`config.mk`:
```
export PLATFORM = sky130hd
export DESIGN_NAME = decoder_scan_n_flat
export DESIGN_NICKNAME = d
export VERILOG_FILES = /design/src/rtl/decoder_scan_n_pkg.sv /design/src/rtl/decoder_scan_n_if.sv /design/src/rtl/decoder_nto2n_core.sv /design/src/rtl/decoder_scan_n.sv /design/src/flat_wrapper.sv
export SDC_FILE = /design/constraint.sdc
export NUM_CORES = 1
export LEC_CHECK = 0
export BUFFER_PORTS_ARGS = -buffer_cell sky130_fd_sc_hd__buf_2
export CAP_MARGIN = 20
export CORE_AREA = 2 2 71 73
export DETAILED_ROUTE_END_ITERATION = 10
export DIE_AREA = 0 0 73 75
export PLACE_DENSITY_LB_ADDON = 0.25
export RECOVER_POWER = 50
export SLEW_MARGIN = 5
export SYNTH_ARGS = -nofsm -noshare
export SYNTH_HDL_FRONTEND = slang
export SYNTH_SLANG_ARGS = --single-unit
```
`constraint.sdc`:
```
create_clock -name clk -period 1.9 [get_ports clk]
set_clock_uncertainty 0.1 [all_clocks]
set_input_delay 0.285 -clock clk [delete_from_list [all_inputs] [get_ports clk]]
set_output_delay 0.285 -clock clk [all_outputs]
set_load 0.01 [all_outputs]
```
`src/rtl/decoder_scan_n_pkg.sv`:
```
// decoder_pkg: modes, FSM states and one-hot helper shared by the decoder_scan_n slice
package decoder_pkg;
    localparam int SEL_MAX = 8;
    typedef enum logic [1:0] {MODE_LEVEL, MODE_PULSE, MODE_SCAN, MODE_RSVD} mode_e;
    typedef enum logic [1:0] {ST_IDLE, ST_HOLD, ST_PULSE, ST_SCAN} state_e;
    function automatic logic [(1 << SEL_MAX)-1:0] onehot(input logic [SEL_MAX-1:0] sel);
        logic [(1 << SEL_MAX)-1:0] r;
        r = '0;
        r[sel] = 1'b1;
        return r;
    endfunction
endpackage

```
`src/rtl/decoder_scan_n_if.sv`:
```
// decoder_scan_n_if: command and one-hot output bundle of decoder_scan_n
interface decoder_scan_n_if #(parameter int SEL_W = 3, parameter int DWELL_W = 8);
    localparam int OUT_W = 1 << SEL_W;
    logic en;
    logic load;
    logic [1:0] mode;
    logic [SEL_W-1:0] din;
    logic [DWELL_W-1:0] dwell;
    logic [OUT_W-1:0] dout;
    logic [SEL_W-1:0] idx;
    logic wrap;
    logic busy;
    modport master (output en, load, mode, din, dwell, input dout, idx, wrap, busy);
    modport slave (input en, load, mode, din, dwell, output dout, idx, wrap, busy);
endinterface

```
`src/rtl/decoder_nto2n_core.sv`:
```
// decoder_nto2n_core: combinational SEL_W-to-2^SEL_W one-hot decode, zero when disabled
module decoder_nto2n_core import decoder_pkg::*; #(parameter int SEL_W = 3) (
    input  logic [SEL_W-1:0]        din,
    input  logic                    en,
    output logic [(1 << SEL_W)-1:0] dout
);
    localparam int OUT_W = 1 << SEL_W;
    assign dout = en ? OUT_W'(onehot(SEL_MAX'(din))) : '0;
endmodule

```
`src/rtl/decoder_scan_n.sv`:
```
// decoder_scan_n: registered one-hot decoder with level, pulse and auto-scan modes
module decoder_scan_n import decoder_pkg::*; #(parameter int SEL_W = 3, parameter int DWELL_W = 8) (
    input logic clk,
    input logic rst_n,
    decoder_scan_n_if.slave bus
);
    localparam int OUT_W = 1 << SEL_W;
    state_e st, st_nx;
    mode_e m;
    logic [SEL_W-1:0] idx_q, idx_nx;
    logic [DWELL_W-1:0] cnt, cnt_nx, dw, dw_nx;
    logic [OUT_W-1:0] dout_q, dout_nx;
    logic wrap_q, wrap_nx, busy_q;
    assign m = mode_e'(bus.mode);
    always_comb begin
        st_nx = st;
        idx_nx = idx_q;
        cnt_nx = cnt;
        dw_nx = dw;
        wrap_nx = 1'b0;
        if (!bus.en) begin
            st_nx = ST_IDLE;
            cnt_nx = '0;
        end else if (bus.load) begin
            st_nx = m == MODE_LEVEL ? ST_HOLD : m == MODE_PULSE ? ST_PULSE : m == MODE_SCAN ? ST_SCAN : ST_IDLE;
            idx_nx = bus.din;
            cnt_nx = '0;
            dw_nx = m == MODE_SCAN ? bus.dwell : dw;
        end else if (st == ST_PULSE) begin
            st_nx = ST_IDLE;
        end else if (st == ST_SCAN) begin
            cnt_nx = cnt == dw ? '0 : cnt + 1'b1;
            idx_nx = cnt == dw ? idx_q + 1'b1 : idx_q;
            wrap_nx = cnt == dw && &idx_q;
        end
        // idle always reports index 0 so dout/idx never disagree
        idx_nx = st_nx == ST_IDLE ? '0 : idx_nx;
    end
    decoder_nto2n_core #(.SEL_W(SEL_W)) u_core (
        .din (idx_nx),
        .en  (st_nx != ST_IDLE),
        .dout(dout_nx)
    );
    always_ff @(posedge clk or negedge rst_n) begin
        if (!rst_n) begin
            st <= ST_IDLE;
            idx_q <= '0;
            cnt <= '0;
            dw <= '0;
            dout_q <= '0;
            wrap_q <= 1'b0;
            busy_q <= 1'b0;
        end else begin
            st <= st_nx;
            idx_q <= idx_nx;
            cnt <= cnt_nx;
            dw <= dw_nx;
            dout_q <= dout_nx;
            wrap_q <= wrap_nx;
            busy_q <= st_nx != ST_IDLE;
        end
    end
    assign bus.dout = dout_q;
    assign bus.idx = idx_q;
    assign bus.wrap = wrap_q;
    assign bus.busy = busy_q;
endmodule

```
`src/flat_wrapper.sv`:
```
// flat-port wrapper written by rule: the top's interface ports become plain ports
module decoder_scan_n_flat import decoder_pkg::*;
#(parameter int SEL_W = 3, parameter int DWELL_W = 8)
  (clk, rst_n, bus_en, bus_load, bus_mode, bus_din, bus_dwell, bus_dout, bus_idx, bus_wrap, bus_busy);
  decoder_scan_n_if #(.SEL_W(SEL_W), .DWELL_W(DWELL_W)) bus_i ();
  input logic clk;
  input logic rst_n;
  input wire logic [$bits(bus_i.en)-1:0] bus_en;
  input wire logic [$bits(bus_i.load)-1:0] bus_load;
  input wire logic [$bits(bus_i.mode)-1:0] bus_mode;
  input wire logic [$bits(bus_i.din)-1:0] bus_din;
  input wire logic [$bits(bus_i.dwell)-1:0] bus_dwell;
  output wire logic [$bits(bus_i.dout)-1:0] bus_dout;
  output wire logic [$bits(bus_i.idx)-1:0] bus_idx;
  output wire logic [$bits(bus_i.wrap)-1:0] bus_wrap;
  output wire logic [$bits(bus_i.busy)-1:0] bus_busy;
  assign bus_i.en = bus_en;
  assign bus_i.load = bus_load;
  assign bus_i.mode = bus_mode;
  assign bus_i.din = bus_din;
  assign bus_i.dwell = bus_dwell;
  assign bus_dout = bus_i.dout;
  assign bus_idx = bus_i.idx;
  assign bus_wrap = bus_i.wrap;
  assign bus_busy = bus_i.busy;
  decoder_scan_n #(.SEL_W(SEL_W), .DWELL_W(DWELL_W)) u_core (.clk(clk), .rst_n(rst_n), .bus(bus_i));
endmodule
```
==> results of run 1 <==
-- critical path, cell delays in order (launching register included) --
cell     delay, ns
dfrtp_1       0.41
xnor2_2       0.21
nand4_1       0.20
nor3_4        0.26
mux2_4        0.34
nor4b_4       0.24
-- metrics by stage --
stage / setup TNS, ns / total power, mW / utilization (%) / worst slack [ns] / hold WS (ns)
2_1_floorplan: 0 / 0.9054 / - / 0.2017 / -0.1106
5_1_grt: -0.2738 / 1.766 / 45.56 / -0.07699 / 0.1348
3_3_place_gp: -0.1250 / 0.9786 / 40.30 / -0.05707 / 0.2680
4_1_cts: 0 / 1.685 / 43.65 / 0.002766 / 0.1209
3_5_place_dp: -0.8119 / 0.9889 / 40.30 / -0.1661 / 0.2735
6_report: 0 / 1.695 / 45.56 / 0.05012 / 0.1311
-- worst paths after layout --
check                         startpoint  slack (ns)                 end  depth (start not counted)
max                        u_core.cnt[0]        0.05  u_core.bus.dout[0]                          5
min in group asynchronous          rst_n        0.51        u_core.dw[5]                          2
min reg2reg                 u_core.dw[1]        0.44        u_core.dw[1]                          1
min                         bus_dwell[3]        0.13        u_core.dw[3]                          2
max in group asynchronous          rst_n        0.70     u_core.bus.wrap                          2
max reg2reg                u_core.cnt[0]        0.05  u_core.bus.dout[0]                          5
-- power by group --
part           internal (mW)  leakage [nW]  switching [mW]  total, mW
registers              0.708         0.413          0.0397      0.748
logic                  0.143         0.521           0.127      0.270
clock network          0.424        0.0612           0.253      0.677
-- registers in the layout, indices dropped and copies added, names as in the netlist --
register and cells:
u_core.bus.wrap 1, u_core.dw 8, u_core.bus.idx 3, u_core.bus.dout 8, u_core.st 2, u_core.cnt 8
u_core.bus.busy 1
-- routing by layer --
| metal | vias to the layer above | GRT usage (%) | wire length, um | share of wire (%) |
|---|---|---|---|---|
| met1 | 599 | 16.88 | 1572 | 45 |
| li1 | 588 | - | - | - |
| met4 | 0 | 6.790 | 75 | 2.2 |
| met2 | 21 | 20.82 | 1727 | 50 |
| met3 | 6 | 2.945 | 96 | 2.8 |
| met5 | - | 0 | 0 | 0 |
-- cell type report --
| type | instances | area (um^2) |
|---|---|---|
| Sequential cell | 31 | 775.7 |
| Inverter | 3 | 13.76 |
| Clock buffer | 6 | 82.58 |
| Multi-Input combinational cell | 95 | 855.8 |
| Timing Repair Buffer | 50 | 292.8 |
| Fill cell | 442 | 2537 |
| Clock inverter | 2 | 35.03 |
| Tap cell | 54 | 67.56 |
-- kinds of logic (layout without fill, tap and decap cells) --
family                     Yosys count  after routing  share of synthesized area [%]
AOI/OAI and AO/OA                   22             22                          11.59
muxes                               13             13                          9.070
adders and majority gates            4              4                          3.155
buffers and inverters                5             61                          1.893
xor gates and xnor gates            11             11                          6.072
DFF                                 31             31                          48.90
and+or+nand+nor                     45             45                          19.32
-- repair_timing --
action                     CTS  global route
pin swaps                    3             7
setup buffers                1             6
hold endpoints to repair    31             0
setup endpoints to repair    7             8
hold buffers                 1             0
gates resized for setup      5            10
-- placed cells by master, fill, tap and decap left out, drive strengths merged, types with 3 or more instances in the layout --
cell type / Yosys / final
buf: 2 / 38
dfrtp: 31 / 31
clkbuf: 0 / 17
mux2: 11 / 11
nand2: 10 / 10
xnor2: 10 / 10
o21ai: 8 / 8
nor3b: 8 / 8
and3: 7 / 7
a21oi: 4 / 4
ha: 4 / 4
inv: 3 / 3
nor2: 3 / 3
==> metrics, run 1 <==
max-slew violation count 0; Yosys cell types 38; Layout area overhead 33.83%; First-pass DRT Iterations 4; IO Pins 30; pwr/cell area 798.2 nW/um^2; Via density 5.037; CTS max path bufs 2; net count after synthesis 152; all-layer global routing usage 13.13%; VDD IR max 0.4626 mV; WL final 3472 um; Hold WC Path Type in -> reg; Final Non-Filler Cells 241; Final Cycle Share 97.36%; Cell Count Post-Placement 225; Rows 25; min Tclk post-route 1.850 ns; layout cells sized above 1 42.25%; core region area 4661 um^2; count leader, synth dfrtp_1; # H-tree levels 2; antenna violations before repair 0; largest net degree at the start of global routing 32; CP startpoint kind flop; critical path class reg -> reg; detailed placer's ending HPWL 2530 um; Worst-path clk slew 0.07 ns; Skew-Pair Late Insertion Delay 0.28 ns; Layout Nets 207; number of buffers created by CTS 5; Max Cap Viol 0; Leak Pwr 0.9956 nW; Die Wd 73 um; wire per inst 14.41 um; Final Hold Viols 0; GRT overflow 0; Crit. End Element flop; Ant. Diodes 0; first-pass GRT wire length 5340 um; clk root buf clkbuf_8; cells after synthesis 131; # port buffers 29; DRC 0; die area 5475 um^2; area post-placement 1878 um^2; cell taking the most area after synthesis dfrtp_1; Synth Area per Inst 12.11 um^2; EDFF count, synth 0; maximum clock rate 540.6 MHz; top_reg_cell synth dfrtp_1; worst-path maximum fanout 2; detailed router's first-iteration violation count 34; post-synthesis instance area 1587 um^2; status finished, final reports clean; synth warn 0; Worst EP arrival 1.95 ns; CP required 2.00 ns; post-route ant nets 0; routed via count 1214; area share of the largest cell type after synthesis 48.90%; Initial Util 34.04%; biggest area contributors in the synthesized netlist dfrtp_1 49%, mux2_2 7.8%, xnor2_1 5.5%; Seq cells post-synth 31; fraction of registers with async set or reset after synthesis 100.0%; Slew headroom 48.43%; GPL Wtd Cong 0.7790; RSZ-0062 raised after global routing yes; sequential-to-total area share from yosys stat 48.90%; Die Y 75 um; endpoints failing setup 0; vias in the first global route 1128; Design Area, Final 2123 um^2; slew of the pin with the lowest slew margin 0.7735 ns; CTS sink cnt 31; top cells by count, synth 31 x dfrtp_1, 11 x mux2_2, 10 x nand2_1, 10 x xnor2_1, 7 x and3_1; CTS tree built
Power figures use the tool's default switching activity.
==> run 2: changes to the inputs <==
--- a/config.mk
+++ b/config.mk
@@ -8,6 +8,7 @@
 export BUFFER_PORTS_ARGS = -buffer_cell sky130_fd_sc_hd__buf_2
 export CAP_MARGIN = 20
 export CORE_AREA = 2 2 71 73
+export CTS_BUF_LIST = sky130_fd_sc_hd__clkbuf_2
 export DETAILED_ROUTE_END_ITERATION = 10
 export DIE_AREA = 0 0 73 75
 export PLACE_DENSITY_LB_ADDON = 0.25
==> metrics, run 2 (synthesis gave the netlist of run 1 again) <==
status finished, final reports clean; Slew headroom 48.02%; Max Cap Viol 0; Die Wd 73 um; met2 Use GR 21.82%; Final WS setup 0.009397 ns; GR peak layer met2; die area 5475 um^2; vias in the first global route 1177; RSZ-0062 raised after global routing yes; critical path's slowest cell dfrtp_1; max-slew violation count 0; wire per inst 14.60 um; Layout Nets 209; IO Pins 30; slowest stage delay, CP 0.44 ns; CP required 2.09 ns; routed via count 1213; endpoints failing setup 0; met1 global-route usage 17.72%; Crit. End Element flop; GPL Wtd Cong 0.7790; slew of the pin with the lowest slew margin 0.7797 ns; critical path cell sequence xnor2_2 > and4_4 > nand4b_1 > nor3b_4 > buf_4 > buf_4 > nor3b_1; Hold WC Path Type in -> reg; all-layer global routing usage 13.73%; detailed placer's ending HPWL 2530 um; # port buffers 29; Final Cycle Share 99.51%; Leak Pwr 1.028 nW; Layout area overhead 32.18%; Power Total 1.480 mW; pre-CTS setup slack -0.1661 ns; worst-path maximum fanout 5; Die Y 75 um; met3 GRT Util 3.079%; DRC 0; Ant. Diodes 0; Final Non-Filler Cells 243; fin util 44.99%; core region area 4661 um^2; WL final 3548 um; pwr/cell area 705.7 nW/um^2; detailed router's first-iteration violation count 38; Cell Count Post-Placement 225; VDD IR max 0.3954 mV; most frequent cells in the layout 30 x dfrtp_1, 28 x buf_2, 22 x buf_4; layout cells sized above 1 48.15%; largest net degree at the start of global routing 32; CTS tree built; Via density 4.992; Skew-Pair Late Insertion Delay 0.37 ns; First-pass DRT Iterations 4; post-route ant nets 0; number of buffers created by CTS 5; critical path class reg -> reg; Worst EP arrival 2.09 ns; commonest non-fill, non-tap cell in the layout dfrtp_1; Initial Util 34.04%; min Tclk post-route 1.891 ns; CP startpoint kind flop; Rows 25; antenna violations before repair 0; Final Hold Viols 0; CTS max path bufs 2; critical path's most frequent cell buf_4; GRT overflow 0; Worst-path clk slew 0.18 ns; CTS sink cnt 31; # H-tree levels 2; maximum clock rate 528.9 MHz; clk root buf clkbuf_2; first-pass GRT wire length 5623 um
## run 2: cell types whose count changed in the layout (fill, tap and decap cells not counted), sizes merged
cell	before	now
clkbuf	17	6
buf	38	50
clkinv	1	2
## run 2: timing repair
action,in CTS,in global routing
pin swaps,3,5
resized for setup,7,9
endpoints found under the setup margin,8,8
hold endpoints to repair,31,0
setup buffers,5,4
hold buffers,1,0
## run 2: final timing paths
kind	from	to	slack, ns	cells after the start
worst max-delay path	u_core.dw[0]	u_core.bus.dout[3]	0.009	7
worst min-delay path	bus_dwell[0]	u_core.dw[0]	0.02	2
max in group asynchronous	rst_n	u_core.st[0]	0.77	2
worst max register to register	u_core.dw[0]	u_core.bus.dout[3]	0.009	7
min in group asynchronous	rst_n	u_core.dw[5]	0.39	2
worst min register to register	u_core.dw[1]	u_core.dw[1]	0.46	1
## run 2: where the power goes
part           internal [mW]  total, mW  switching (mW)
sequential             0.708      0.747          0.0392
clock                  0.217      0.457           0.240
combinational          0.146      0.276           0.130
## run 2: area by class of cell
| cell class | instances | area (um^2) |
|---|---|---|
| Timing Repair Buffer | 52 | 320.3 |
| Fill cell | 462 | 2564 |
| Tap cell | 54 | 67.56 |
| Sequential cell | 31 | 777.0 |
| Multi-Input combinational cell | 95 | 854.6 |
| Clock inverter | 3 | 38.79 |
| Clock buffer | 5 | 25.02 |
| Inverter | 3 | 13.76 |
## run 2: worst max-delay path, delay by kind of cell (launching register included)
family	cells	cell delay (ns)
DFF	1	0.44
buffers and inverters	2	0.30
and+or+nand+nor	4	0.76
xor gates and xnor gates	1	0.21
## run 2: metrics by stage
stage / hold slack, ns / setup TNS (ns) / cell area [um^2]
final: 0.02494 / 0 / 2097
after global routing: 0.01667 / -0.4265 / 2097
after CTS: 0.01142 / 0 / 2026
after detailed placement: 0.2735 / -0.8119 / 1878
after global placement: 0.2680 / -0.1250 / 1878
after floorplan: -0.1106 / 0 / 1587
## run 2: routing by layer
layer,wire length (um),vias to the layer above
met5,0,-
met4,64,0
met3,93,6
met2,1802,19
met1,1587,595
li1,-,593
==> run 3: changes to the inputs <==
==> constraint.sdc (replaced) <==
create_clock -name clk -period 1.9 [get_ports clk]
set_clock_uncertainty 0.1 [all_clocks]
set_input_delay 0.38 -clock clk [delete_from_list [all_inputs] [get_ports clk]]
set_output_delay 0.38 -clock clk [all_outputs]
set_load 0.01 [all_outputs]
==> metrics, run 3 (synthesis gave the netlist of run 1 again) <==
clock power share 22.0%; core region area 4661 um^2; switching share of total power 28.38%; internal power 938.6 uW; layout cells sized above 1 47.06%; Min-Delay Endpoint u_core.dw[0]; critical path class reg -> reg; Hold Crit Start bus_dwell[0]; Final WS setup 0.04032 ns; Worst R2R End u_core.bus.dout[0]; antenna violations before repair 0; Max Cap Viol 0; Via density 4.900; Slew headroom 48.37%; max layer used met4; Layout area overhead 29.73%; CTS tree built; RSZ-0062 raised after global routing yes; CP required 2.09 ns; largest net degree at the start of global routing 32; pre-CTS setup slack -0.2351 ns; CTS max path bufs 2; number of buffers created by CTS 5; Initial Util 34.04%; wire per inst 14.06 um; commonest non-fill, non-tap cell in the layout dfrtp_1; worst hold stages 2; Layout Nets 209; Crit. End Element flop; maximum clock rate 537.7 MHz; routed via count 1181; combinational share of power 20.9%; critical path's slowest cell dfrtp_1; clk root buf clkbuf_2; endpoints failing setup 0; Final Cycle Share 97.88%; Ant. Diodes 0; status finished, final reports clean; die area 5475 um^2; Skew-Pair Late Insertion Delay 0.36 ns; RR Startpoint u_core.cnt[1]; VDD IR max 0.3378 mV; detailed router's first-iteration violation count 39; most frequent cells in the layout 29 x dfrtp_1, 27 x buf_2, 21 x buf_4; Worst EP arrival 2.05 ns; CTS sink cnt 31; Rows 25; Hold WC Path Type in -> reg; first-pass GRT wire length 5506 um; all-layer global routing usage 13.45%; DRC 0; r2r setup slk 0.04 ns; pwr/cell area 636.8 nW/um^2; Met2 Wirelength 1639 um; GRT overflow 0; detailed placer's ending HPWL 2508 um; Reg2Reg Depth 5; critical path cell sequence xnor2_2 > nand4_1 > nor3_4 > mux2_4 > nor4b_4; First-pass DRT Iterations 4; Leak Pwr 1.001 nW; # port buffers 29; GPL Wtd Cong 0.7461; vias in the first global route 1182; # H-tree levels 2; CP startpoint kind flop; slowest stage delay, CP 0.43 ns; worst-path maximum fanout 2; Die Y 75 um; min Tclk post-route 1.860 ns; Sequential Power Share 57.0%; routed wire length on met3 122 um; Die Wd 73 um; Worst-path clk slew 0.15 ns; Final Hold Viols 0; fin util 44.16%; met1 WL 1553 um; Switch Pwr 372.0 uW; post-route ant nets 0; slew of the pin with the lowest slew margin 0.7745 ns; IO Pins 30; max-slew violation count 0; WL final 3389 um
## run 3: stage by stage
stage / cells / setup TNS [ns] / cell area (um^2) / power [mW] / hold slack [ns]
2_1_floorplan: 131 / 0 / 1587 / 0.9054 / -0.01559
3_3_place_gp: 229 / -0.4957 / 1908 / 0.9825 / 0.3572
3_5_place_dp: 229 / -1.215 / 1908 / 0.9923 / 0.3650
4_1_cts: 239 / 0 / 1991 / 1.301 / 0.1148
5_1_grt: 241 / -0.1939 / 2058 / 1.388 / 0.1044
6_report: 241 / 0 / 2058 / 1.311 / 0.1397
## run 3: power groups by stage
| stage | clock [mW] | sequential, mW | combinational (mW) |
|---|---|---|---|
| after global placement | 0 | 0.752 | 0.231 |
| after detailed placement | 0 | 0.754 | 0.238 |
| after CTS | 0.307 | 0.744 | 0.250 |
| after floorplan | 0 | 0.751 | 0.155 |
| final | 0.289 | 0.748 | 0.274 |
| after global routing | 0.335 | 0.755 | 0.297 |
## run 3: how the worst max path moves through the flow
stage	endpoint	slack, ns	cells after the start	startpoint
global placement	u_core.bus.dout[2]	-0.09	7	bus_mode[0]
detailed placement	u_core.bus.dout[3]	-0.24	7	bus_mode[0]
CTS	u_core.bus.dout[0]	0.004	6	u_core.dw[0]
finish	u_core.bus.dout[0]	0.04	5	u_core.cnt[1]
global route	u_core.bus.dout[3]	-0.04	5	u_core.cnt[1]
floorplan	u_core.bus.dout[5]	0.12	6	bus_mode[0]
## run 3: metal layers
| layer | track usage [%] | up-vias |
|---|---|---|
| met4 | 7.407 | 0 |
| met1 | 16.46 | 570 |
| met3 | 3.748 | 7 |
| li1 | - | 587 |
| met2 | 21.52 | 17 |
| met5 | 0 | - |
## run 3: layout make-up
| cell class | count | area, um^2 |
|---|---|---|
| sequential | 31 | 778.2 |
| clock buffer | 6 | 30.03 |
| inverter | 3 | 13.76 |
| tap | 54 | 67.56 |
| timing repair buffer | 52 | 315.3 |
| multi-input combinational | 95 | 853.3 |
| fill | 437 | 2603 |
## run 3: worst max-delay path: cells and delay by family (launching register included)
| kind | cells | cell delay, ns |
|---|---|---|
| simple gates | 3 | 0.73 |
| flops | 1 | 0.43 |
| mux | 1 | 0.34 |
| xor+xnor | 1 | 0.19 |
## run 3: repair_timing
item                                    in CTS  in global routing
endpoints found under the hold margin       31                  0
hold buffers                                 1                  0
setup buffers                                3                  2
pin swaps                                    4                  5
gates resized for setup                      3                 13
endpoints found under the setup margin       7                  9
